File: src/rtl/maze_ram_arbiter.sv
// Maze cell RAM arbiter: shares one single-port RAM between the VGA cell fetch
// path (priority, fronted by a one-entry last-cell cache) and game logic
// (maze writes, collision reads), with a starvation guard for game logic.
module maze_ram_arbiter #(
    parameter int unsigned ADDR_W     = 10,
    parameter int unsigned DATA_W     = 4,
    parameter int unsigned STARVE_MAX = 15
) (
    input  logic              clk,
    input  logic              reset,
    input  logic              vga_req,
    input  logic [ADDR_W-1:0] vga_addr,
    output logic [DATA_W-1:0] vga_rdata,
    output logic              vga_rvalid,
    output logic              vga_drop,
    input  logic              game_req,
    input  logic              game_we,
    input  logic [ADDR_W-1:0] game_addr,
    input  logic [DATA_W-1:0] game_wdata,
    output logic              game_gnt,
    output logic [DATA_W-1:0] game_rdata,
    output logic              game_rvalid,
    input  logic              cache_flush,
    output logic              ram_en,
    output logic              ram_we,
    output logic [ADDR_W-1:0] ram_addr,
    output logic [DATA_W-1:0] ram_wdata,
    input  logic [DATA_W-1:0] ram_rdata
);

    localparam int unsigned CNT_W = $clog2(STARVE_MAX + 1);
    localparam logic [CNT_W-1:0] CNT_MAX = CNT_W'(STARVE_MAX);

    logic              cache_valid_q, cache_valid_d;
    logic [ADDR_W-1:0] cache_addr_q, cache_addr_d;
    logic [DATA_W-1:0] cache_data_q, cache_data_d;
    logic [CNT_W-1:0]  starve_cnt_q, starve_cnt_d;

    // In-flight state for the cycle after an access
    logic              vga_hit_q, vga_miss_q, vga_drop_q, game_rd_q;
    logic [ADDR_W-1:0] miss_addr_q;
    logic [DATA_W-1:0] hit_data_q;

    logic              eff_valid;
    logic [ADDR_W-1:0] eff_addr;
    logic [DATA_W-1:0] eff_data;
    logic              hit, vga_miss, force_game, grant_game, grant_vga;

    // Hit detection and arbitration. A fill in progress (miss issued last cycle)
    // already counts as cached, so back-to-back fetches of one cell use the RAM once.
    always_comb begin
        eff_valid  = cache_valid_q | vga_miss_q;
        eff_addr   = vga_miss_q ? miss_addr_q : cache_addr_q;
        eff_data   = vga_miss_q ? ram_rdata : cache_data_q;
        hit        = vga_req & eff_valid & (vga_addr == eff_addr);
        vga_miss   = vga_req & ~hit;
        force_game = vga_miss & game_req & (starve_cnt_q == CNT_MAX);
        grant_game = ~reset & (force_game | (game_req & ~vga_miss));
        grant_vga  = ~reset & vga_miss & ~force_game;
    end

    // RAM port and grant outputs
    always_comb begin
        game_gnt  = grant_game;
        ram_en    = grant_game | grant_vga;
        ram_we    = grant_game & game_we;
        ram_addr  = '0;
        ram_wdata = '0;
        if (grant_game) begin
            ram_addr = game_addr;
        end else if (grant_vga) begin
            ram_addr = vga_addr;
        end
        if (grant_game && game_we) begin
            ram_wdata = game_wdata;
        end
    end

    // Read-return outputs, zero when not valid
    always_comb begin
        vga_rvalid  = vga_hit_q | vga_miss_q;
        vga_drop    = vga_drop_q;
        game_rvalid = game_rd_q;
        game_rdata  = game_rd_q ? ram_rdata : '0;
        vga_rdata   = '0;
        if (vga_hit_q) begin
            vga_rdata = hit_data_q;
        end else if (vga_miss_q) begin
            vga_rdata = ram_rdata;
        end
    end

    // Cache next state: fill, then write coherence (write beats fill), then flush
    always_comb begin
        cache_valid_d = cache_valid_q;
        cache_addr_d  = cache_addr_q;
        cache_data_d  = cache_data_q;
        if (vga_miss_q) begin
            cache_valid_d = 1'b1;
            cache_addr_d  = miss_addr_q;
            cache_data_d  = ram_rdata;
        end
        if (grant_game && game_we && (game_addr == cache_addr_d)) begin
            cache_data_d = game_wdata;
        end
        if (cache_flush) begin
            cache_valid_d = 1'b0;
        end
    end

    // Starvation counter: counts cycles a game request waits, saturating
    always_comb begin
        starve_cnt_d = '0;
        if (game_req && !grant_game) begin
            starve_cnt_d = (starve_cnt_q == CNT_MAX) ? starve_cnt_q : starve_cnt_q + 1'b1;
        end
    end

    // State registers
    always_ff @(posedge clk or posedge reset) begin
        if (reset) begin
            cache_valid_q <= 1'b0;
            cache_addr_q  <= '0;
            cache_data_q  <= '0;
            starve_cnt_q  <= '0;
            vga_hit_q     <= 1'b0;
            vga_miss_q    <= 1'b0;
            vga_drop_q    <= 1'b0;
            game_rd_q     <= 1'b0;
            miss_addr_q   <= '0;
            hit_data_q    <= '0;
        end else begin
            cache_valid_q <= cache_valid_d;
            cache_addr_q  <= cache_addr_d;
            cache_data_q  <= cache_data_d;
            starve_cnt_q  <= starve_cnt_d;
            vga_hit_q     <= hit;
            vga_miss_q    <= grant_vga;
            vga_drop_q    <= force_game;
            game_rd_q     <= grant_game & ~game_we;
            miss_addr_q   <= vga_addr;
            // Sampled in the hit cycle, so a coincident write shows up one cycle later
            hit_data_q    <= eff_data;
        end
    end

endmodule

File: config.mk
export PLATFORM = sky130hd
export DESIGN_NAME = maze_ram_arbiter
export DESIGN_NICKNAME = d
export VERILOG_FILES = /design/src/rtl/maze_ram_arbiter.sv
export SDC_FILE = /design/constraint.sdc
export NUM_CORES = 1
export LEC_CHECK = 0
export BUFFER_PORTS_ARGS = -buffer_cell sky130_fd_sc_hd__buf_4
export CAP_MARGIN = 10
export CORE_MARGIN = 4
export CORE_UTILIZATION = 54
export CTS_CLUSTER_DIAMETER = 120
export DETAILED_ROUTE_END_ITERATION = 6
export PLACE_DENSITY = 0.84
export SYNTH_ARGS = -nofsm -noshare
export SYNTH_HDL_FRONTEND = slang
export SYNTH_SLANG_ARGS = --single-unit
File: constraint.sdc
create_clock -name clk -period 6.3 [get_ports clk]
set_clock_uncertainty 0.15 [all_clocks]
set_input_delay 0.63 -clock clk [delete_from_list [all_inputs] [get_ports clk]]
set_output_delay 0.63 -clock clk [all_outputs]
set_load 0.1 [all_outputs]
==> flow_summary.yaml, run 1 <==
global_routing:
  use_met1: 0.250
  antenna_found_initial: 0
  use_met3: 0.0516
  grt_pass1_wl_um: 6670
  grt_use_met2: 0.321
  grt_max_degree: 38
  grt_pass1_vias: 1532
  grt_use_total: 0.198
  top_usage_layer: "met2"
  grt_overflow_total: 0
synth:
  synth_area_per_cell_sq_um: 11.4
  yosysSeqAreaShare: 0.485
  synth_fp_nets: 203
  syn_inst: 168
  async_reset_ff_frac: 1.00
  synth-edff-count: 0
  netlist_area_sq_um: 1910
  synth-seq-cells: 37
  netlist.area_leader.share: 0.485
  yosysTopAreaCell: "dfrtp_1"
  synth.area.top_cells: "dfrtp_1 (48%), xnor2_1 (6.0%), a22o_1 (4.6%), mux2i_1 (4.2%), xor2_1 (4.1%)"
  synthFlopType: "dfrtp_1"
  yosysUniqueCellTypes: 38
  yosys_warnings: 0
hold_path:
  worstHoldPathType: "in -> reg"
  min_from: "vga_addr[1]"
floorplan:
  die_w_um: 67.5
  ios: 62
  dieHeight_um: 67.5
  dieArea_sq_um: 4550
  core_area_sq_um: 3360
  placementRows: 21
  start_util: 0.568
drt:
  via_per_inst: 5.21
  post-route-drc-count: 0
  wl_per_cell_um: 14.8
  ant_nets: 0
  drt-initial-drc-count: 59
  wl_um: 4110
  drt-pass1-iter-count: 4
  num_vias: 1449
setup_path:
  endpoint: "ram_addr[7]"
  r2r_start: "vga_miss_q$_DFF_PP0_"
  critPathKind: "reg -> out"
  critPathMaxFanout: 22
  critPathRequiredTime_ns: 5.52
  startpoint: "vga_miss_q$_DFF_PP0_"
  worstSetupEndpointType: "output port"
  reg2reg_depth: 6
  reg2reg_to: "cache_data_q[1]$_DFF_PP0_"
  startpoint_type: "flop"
  r2r_setup_slack_ns: 3.12
  critPathArrivalTime_ns: 3.63
power:
  ir_worst_vdd_uv: 150
  leakage_nw: 1.18
  p_per_area_nw_per_um2: 229
timing:
  setup_ws_ns: 1.89
  rsz0062_at_grt: "false"
  hold_viol: 0
  finalSetupViolCount: 0
  slew_headroom: 0.409
  slew_violations: 0
  tightestPinTransition_ns: 0.887
  finalCriticalPeriod_ns: 4.41
  fin_crit_sh: 0.699
  finalSetupTns_ns: 0
  timing.fmax_mhz: 227
cells_and_area:
  final_util: 0.727
  antenna_cells: 0
  n_fill_cell: 259
  nets: 267
  area_growth_pct: 28.0
  drive_gt1_frac: 0.366
  finalNonFillerCells: 278
clock_tree:
  cts_setup_buffers: 0
  cts.path.max_buffers: 2
  cts_buffers: 5
  worst_skew_pair.late_latency_ns: 0.33
  cts_tree: "done"
  cts_hold_buf: 0
  htreeDepth: 2
  postCtsResizedCells: 0
  clock_sinks: 37
  cts_root_buf: "clkbuf_4"
  clk_pin_slew_worst_paths_ns: 0.10
placed_design:
  place_congestion: 0.809
  hpwl_um: 3210
  numPortBuffers: 61
  placedCellCount: 271
  dp_slack_ns: 2.27
outcome:
  status: "complete, no violations"
run:
  drv_cap: 0
[cell usage in the layout, fill, tap and decap left out, drive strengths merged]
cell type  instances
a2111oi            2
a211oi             1
a21oi              2
a22o              10
a311oi             1
a31oi              2
and2               5
and3               7
buf               63
clkbuf             7
dfrtp             37
ha                 1
inv               15
mux2               5
mux2i             10
nand2             12
nand3              3
nand3b             1
nand4              3
nand4b             1
nor2               3
nor2b              1
nor3               1
nor3b              1
nor4               1
nor4b              1
o21ai             11
or2                2
or3                1
xnor2             13
xor2               9
[flip-flops by register name (all words and copies together) (netlist names)]
register	cells
cache_addr_q	10
cache_data_q	4
cache_valid_q	1
game_rvalid	1
hit_data_q	4
miss_addr_q	10
starve_cnt_q	4
vga_drop	1
vga_hit_q	1
vga_miss_q	1
[worst min-delay path by stage]
stage,to,slack [ns],depth (start not counted)
after floorplan,cache_valid_q$_DFFE_PP0P_,0.32,2
after global placement,cache_valid_q$_DFFE_PP0P_,0.34,2
after detailed placement,cache_valid_q$_DFFE_PP0P_,0.36,2
after CTS,miss_addr_q[5]$_DFF_PP0_,0.26,1
after global routing,miss_addr_q[1]$_DFF_PP0_,0.25,1
final,miss_addr_q[1]$_DFF_PP0_,0.27,1
[logic make-up (layout without fill, tap and decap cells)]
| kind of cell | after synthesis | after routing | synth area share |
|---|---|---|---|
| AND/OR/NAND/NOR | 43 | 43 | 0.128 |
| flip-flops | 37 | 37 | 0.485 |
| AO/OA/AOI/OAI | 29 | 29 | 0.135 |
| XOR/XNOR | 22 | 22 | 0.101 |
| buffers and inverters | 21 | 85 | 0.0583 |
| multiplexers | 15 | 15 | 0.0858 |
| adder cells (fa/ha/maj) | 1 | 1 | 0.00655 |
[report_power, final]
part           internal, mW  leakage, nW  switching, mW  total [mW]
sequential            0.259        0.454         0.0113       0.270
combinational        0.0582        0.695          0.109       0.167
clock                0.0527       0.0314         0.0711       0.124
[critical path, cell delays in order, from the launching register on]
cell and delay [ns]:
dfrtp_1 0.93, mux2i_1 0.43, xnor2_1 0.22, a2111oi_4 0.10, and3_1 0.18, a2111oi_2 0.72
buf_4 0.28, a22o_1 0.13, buf_4 0.28
[routing by layer]
metal	share of wire	vias up
met5	0	-
met4	0.021	0
li1	-	706
met1	0.42	684
met2	0.49	49
met3	0.071	10
[layout make-up]
cell class / instances / area (sq um) / share of cell area
Sequential cell: 37 / 926 / 0.379
Multi-Input combinational cell: 110 / 877 / 0.359
Timing Repair Buffer: 63 / 473 / 0.193
Tap cell: 46 / 57.6 / 0.0235
Inverter: 15 / 56.3 / 0.0230
Clock buffer: 7 / 55.1 / 0.0225
[through the flow]
step	instance area [sq um]	power (mW)	hold WS [ns]
6_report	2440	0.561	0.271
5_1_grt	2440	0.587	0.253
4_1_cts	2440	0.566	0.255
3_5_place_dp	2390	0.443	0.358
3_3_place_gp	2390	0.439	0.342
2_1_floorplan	1910	0.396	0.317
[cells in the mapped netlist (2+ instances only)]
| cell | n |
|---|---|
| mux2i_1 | 8 |
| xor2_1 | 9 |
| dfrtp_1 | 37 |
| buf_6 | 2 |
| nor2_1 | 3 |
| nand4_1 | 3 |
| o21ai_0 | 11 |
| nand2_1 | 12 |
| xnor2_1 | 13 |
| nand3_1 | 3 |
| and3_1 | 7 |
| inv_1 | 15 |
| and2_1 | 5 |
| or2_2 | 2 |
| mux2i_2 | 2 |
| a22o_1 | 10 |
| mux2_2 | 5 |
Power figures use the tool's default switching activity.
==> inputs of run 2 (changes only) <==
- CORE_UTILIZATION: 54 -> 45
- PLACE_DENSITY: 0.84 -> 0.75
- clock period: 6.3 -> 3.8 ns (I/O delays scaled with it)
==> flow_summary.yaml, run 2 (synthesis results as in run 1) <==
setup_path:
  startpoint_type: "flop"
  critPathRequiredTime_ns: 3.27
  crit_buf_inv: 1
  path_delay_family: "compound AO/OA/AOI/OAI gates"
  critPathArrivalTime_ns: 3.03
  slowest_delay_ns: 0.55
  critPathMaxFanout: 18
  critPathKind: "reg -> out"
  r2r_setup_slack_ns: 1.05
  worstSetupEndpointType: "output port"
  critical-path-slowest-cell: "dfrtp_2"
  path_cells: "mux2i_1, xnor2_1, a2111oi_4, a31oi_4, a21oi_4, and3_1, buf_4"
power:
  ir_worst_vdd_uv: 220
  p_per_area_nw_per_um2: 423
  leakage_nw: 1.21
cells_and_area:
  largest_registers: "cache_addr_q x10, miss_addr_q x10"
  finalNonFillerCells: 284
  nets: 268
  area_growth_pct: 32.0
  final_cell_mix: "buf_4 (64), dfrtp_1 (36), inv_1 (15)"
  n_fill_cell: 338
  layout_commonest_cell: "buf_4"
  final_area_sq_um: 2520
  antenna_cells: 0
  multiInputGateArea_sq_um: 877
  final-seq-area_sq_um: 927
  drive_gt1_frac: 0.376
timing:
  hold_viol: 0
  slew_headroom: 0.678
  timing.hold.ws_ns: 0.0696
  finalSetupViolCount: 0
  slew_violations: 0
  timing.fmax_mhz: 281
  finalCriticalPeriod_ns: 3.56
  setup_ws_ns: 0.238
  finalSetupTns_ns: 0
  tightestPinTransition_ns: 0.483
  rsz0062_at_grt: "false"
  fin_crit_sh: 0.937
drt:
  num_vias: 1433
  via_per_inst: 5.05
  ant_nets: 0
  wl_um: 3950
  wl_per_cell_um: 13.9
  drt-initial-drc-count: 42
  drt-pass1-iter-count: 4
  post-route-drc-count: 0
global_routing:
  grt_overflow_total: 0
  grt_max_degree: 38
  grt_use_total: 0.154
  grt_pass1_vias: 1380
  grt_pass1_wl_um: 6220
  antenna_found_initial: 0
placed_design:
  numPortBuffers: 61
  hpwl_um: 3100
  placedCellCount: 276
  place_area_sq_um: 2400
  dp_slack_ns: 0.336
  place_congestion: 0.828
clock_tree:
  cts_buffers: 5
  cts_tree: "done"
  clk_pin_slew_worst_paths_ns: 0.07
  cts.path.max_buffers: 2
  cts_hold_buf: 0
  clock_sinks: 37
  cts_root_buf: "clkbuf_8"
  worst_skew_pair.late_latency_ns: 0.29
  htreeDepth: 2
hold_path:
  worstHoldPathType: "in -> reg"
floorplan:
  dieHeight_um: 73.1
  die_w_um: 73.1
  dieArea_sq_um: 5350
  ios: 62
  core_area_sq_um: 4060
  placementRows: 23
  start_util: 0.471
outcome:
  status: "complete, no violations"
run:
  drv_cap: 0
## run 2: cell types whose count changed in the layout (fill, tap and decap cells not counted), sizes merged
cell	before	now
buf	63	64
bufinv	0	1
## run 2: final timing paths
| kind | startpoint | cells past startpoint | endpoint |
|---|---|---|---|
| setup reg to reg | vga_miss_q$_DFF_PP0_ | 7 | cache_data_q[1]$_DFF_PP0_ |
| max in group asynchronous | reset | 3 | vga_miss_q$_DFF_PP0_ |
| min in group asynchronous | reset | 3 | miss_addr_q[7]$_DFF_PP0_ |
| setup / recovery | vga_miss_q$_DFF_PP0_ | 7 | ram_wdata[0] |
| hold / removal | vga_addr[8] | 1 | miss_addr_q[8]$_DFF_PP0_ |
| hold reg to reg | cache_valid_q$_DFFE_PP0P_ | 2 | cache_valid_q$_DFFE_PP0P_ |
## run 2: repair_timing
item | 4_1_cts | 5_1_grt
setup buffers | 0 | 0
gates resized for setup | 0 | 1
endpoints found under the setup margin | 0 | 16
## run 2: per-layer routing
layer / vias up / GRT usage / wire, um / share of wire
met5: - / 0 / 0 / 0
met3: 6 / 0.0413 / 276 / 0.070
met4: 0 / 0.0676 / 67 / 0.017
met2: 43 / 0.262 / 1970 / 0.50
met1: 677 / 0.182 / 1630 / 0.41
li1: 707 / - / - / -
## run 2: cell type report
cell class                      count  area share
Timing Repair Buffer               64       0.191
Clock inverter                      1      0.0119
Sequential cell                    37       0.368
Clock buffer                        7      0.0343
Tap cell                           50      0.0248
Inverter                           15      0.0223
Multi-Input combinational cell    110       0.348
## run 2: worst reg2reg max path, stage by stage (launching register included)
cell	delay, ns
dfrtp_2	0.55
buf_4	0.24
mux2_2	0.36
xnor2_1	0.19
nand3_1	0.09
or3_1	0.40
a211oi_4	0.27
mux2_2	0.38
## run 2: through the flow
step / util / power [mW]
after floorplan: - / 0.657
after global placement: 0.592 / 0.730
after detailed placement: 0.592 / 0.734
after CTS: 0.621 / 1.08
after global routing: 0.621 / 1.11
final: 0.621 / 1.07
## run 2: where the power goes
group / internal, mW / switching [mW]
registers: 0.430 / 0.0160
clock network: 0.214 / 0.129
logic: 0.0970 / 0.180
==> inputs of run 3 (changes only) <==
- CELL_PAD_IN_SITES_DETAIL_PLACEMENT: default -> 1
- CELL_PAD_IN_SITES_GLOBAL_PLACEMENT: default -> 2
- CORE_UTILIZATION: 45 -> 28
- PLACE_DENSITY: 0.75 -> default
- PLACE_DENSITY_LB_ADDON: default -> 0.1
==> flow_summary.yaml, run 3 (synthesis results as in run 1) <==
outcome:
  status: "complete, no violations"
setup_path:
  startpoint_type: "flop"
  reg2reg_depth: 6
  r2r_setup_slack_ns: 0.97
  critPathArrivalTime_ns: 2.98
  critPathRequiredTime_ns: 3.27
  worstSetupEndpointType: "output port"
  r2r_start: "vga_miss_q$_DFF_PP0_"
  critPathKind: "reg -> out"
  critPathMaxFanout: 14
  reg2reg_to: "cache_data_q[3]$_DFF_PP0_"
  critical-path-slowest-cell: "dfrtp_2"
  crit_top_cell: "buf_4"
  path_cells: "buf_4, mux2i_1, xnor2_1, nor3_2, and3_1, a2111oi_2, buf_4, a22o_1, buf_4"
  crit_buf_inv: 3
  slowest_delay_ns: 0.55
  path_delay_family: "buffers and inverters"
cells_and_area:
  area_growth_pct: 33.7
  largest_registers: "cache_addr_q x10, miss_addr_q x10"
  drive_gt1_frac: 0.386
  final_cell_mix: "buf_4 (66), dfrtp_1 (36), inv_1 (15)"
  layout_commonest_cell: "buf_4"
  nets: 270
  finalNonFillerCells: 313
  antenna_cells: 0
floorplan:
  ios: 62
  start_util: 0.294
  die_w_um: 90.6
  dieHeight_um: 90.6
  dieArea_sq_um: 8200
  placementRows: 29
  core_area_sq_um: 6490
clock_tree:
  cts_setup_buffers: 0
  clk_pin_slew_worst_paths_ns: 0.07
  htreeDepth: 2
  cts.path.max_buffers: 2
  postCtsResizedCells: 0
  cts_tree: "done"
  cts_buffers: 5
  cts_hold_buf: 0
  clock_sinks: 37
  cts_root_buf: "clkbuf_8"
  worst_skew_pair.late_latency_ns: 0.29
timing:
  slew_violations: 0
  rsz0062_at_grt: "false"
  setup_ws_ns: 0.289
  finalCriticalPeriod_ns: 3.51
  slew_headroom: 0.674
  finalSetupViolCount: 0
  finalSetupTns_ns: 0
  timing.fmax_mhz: 285
  hold_viol: 0
  tightestPinTransition_ns: 0.489
  fin_crit_sh: 0.924
drt:
  wl_um: 5150
  wl_met2_um: 2580
  post-route-drc-count: 0
  num_vias: 1495
  highest_layer: "met4"
  drt-initial-drc-count: 46
  met3_length_um: 241
  ant_nets: 0
  drt-pass1-iter-count: 2
  drt-met1-wl_um: 2260
  wl_per_cell_um: 16.4
  via_per_inst: 4.78
hold_path:
  min_from: "vga_addr[0]"
  worstHoldPathType: "in -> reg"
  holdPathStages: 1
  min_to: "miss_addr_q[0]$_DFF_PP0_"
placed_design:
  dp_slack_ns: 0.388
  placedCellCount: 305
  hpwl_um: 3990
  place_congestion: 0.699
  numPortBuffers: 61
power:
  power_mw: 1.04
  p_per_area_nw_per_um2: 406
  ir_worst_vdd_uv: 127
  leakage_nw: 1.22
global_routing:
  antenna_found_initial: 0
  grt_pass1_wl_um: 8760
  grt_use_total: 0.134
  grt_overflow_total: 0
  grt_max_degree: 38
  grt_pass1_vias: 1736
run:
  drv_cap: 0
==> run 3: changes by cell type in the layout (fill, tap and decap cells not counted), sizes merged <==
cell / change
buf: +2
bufinv: -1
clkinv: +1
==> run 3: layout make-up <==
| type | instances | area (sq um) |
|---|---|---|
| flip-flops and latches | 37 | 927 |
| clock inverters | 1 | 5.00 |
| repair buffers | 66 | 495 |
| well taps | 77 | 96.3 |
| clock buffers | 7 | 96.3 |
| inverters | 15 | 56.3 |
| fillers | 723 | 3940 |
| multi-input cells | 110 | 877 |
==> run 3: worst max-delay path by stage <==
| stage | cells after the start | end | start |
|---|---|---|---|
| 2_1_floorplan | 5 | vga_rdata[0] | vga_miss_q$_DFF_PP0_ |
| 3_3_place_gp | 9 | ram_addr[4] | vga_miss_q$_DFF_PP0_ |
| 3_5_place_dp | 9 | ram_addr[6] | vga_miss_q$_DFF_PP0_ |
| 4_1_cts | 9 | ram_addr[6] | vga_miss_q$_DFF_PP0_ |
| 5_1_grt | 9 | ram_addr[2] | vga_miss_q$_DFF_PP0_ |
| 6_report | 9 | ram_addr[8] | vga_miss_q$_DFF_PP0_ |
==> run 3: report_power, final <==
group          total (mW)  internal [mW]  switching [mW]
combinational       0.285         0.0981           0.187
sequential          0.447          0.430          0.0176
clock               0.305          0.164           0.141
total                1.04          0.692           0.345
==> run 3: per-stage QoR <==
step,area [sq um],util,hold WS (ns)
finish,2550,0.393,0.0696
floorplan,1910,-,0.261
CTS,2550,0.393,0.0589
detailed placement,2450,0.377,0.364
global placement,2450,0.377,0.341
global route,2550,0.393,0.0525
==> run 3: layer usage <==
| layer | vias up | GRT usage |
|---|---|---|
| li1 | 709 | - |
| met3 | 6 | 0.0375 |
| met5 | - | 0 |
| met2 | 32 | 0.237 |
| met1 | 748 | 0.157 |
| met4 | 0 | 0.0383 |
==> run 3: worst reg2reg max path, stage by stage, from the launching register on <==
cell	delay, ns
dfrtp_2	0.55
mux2i_1	0.38
xnor2_1	0.17
a2111oi_4	0.45
a31oi_4	0.24
a211oi_4	0.39
mux2_2	0.38
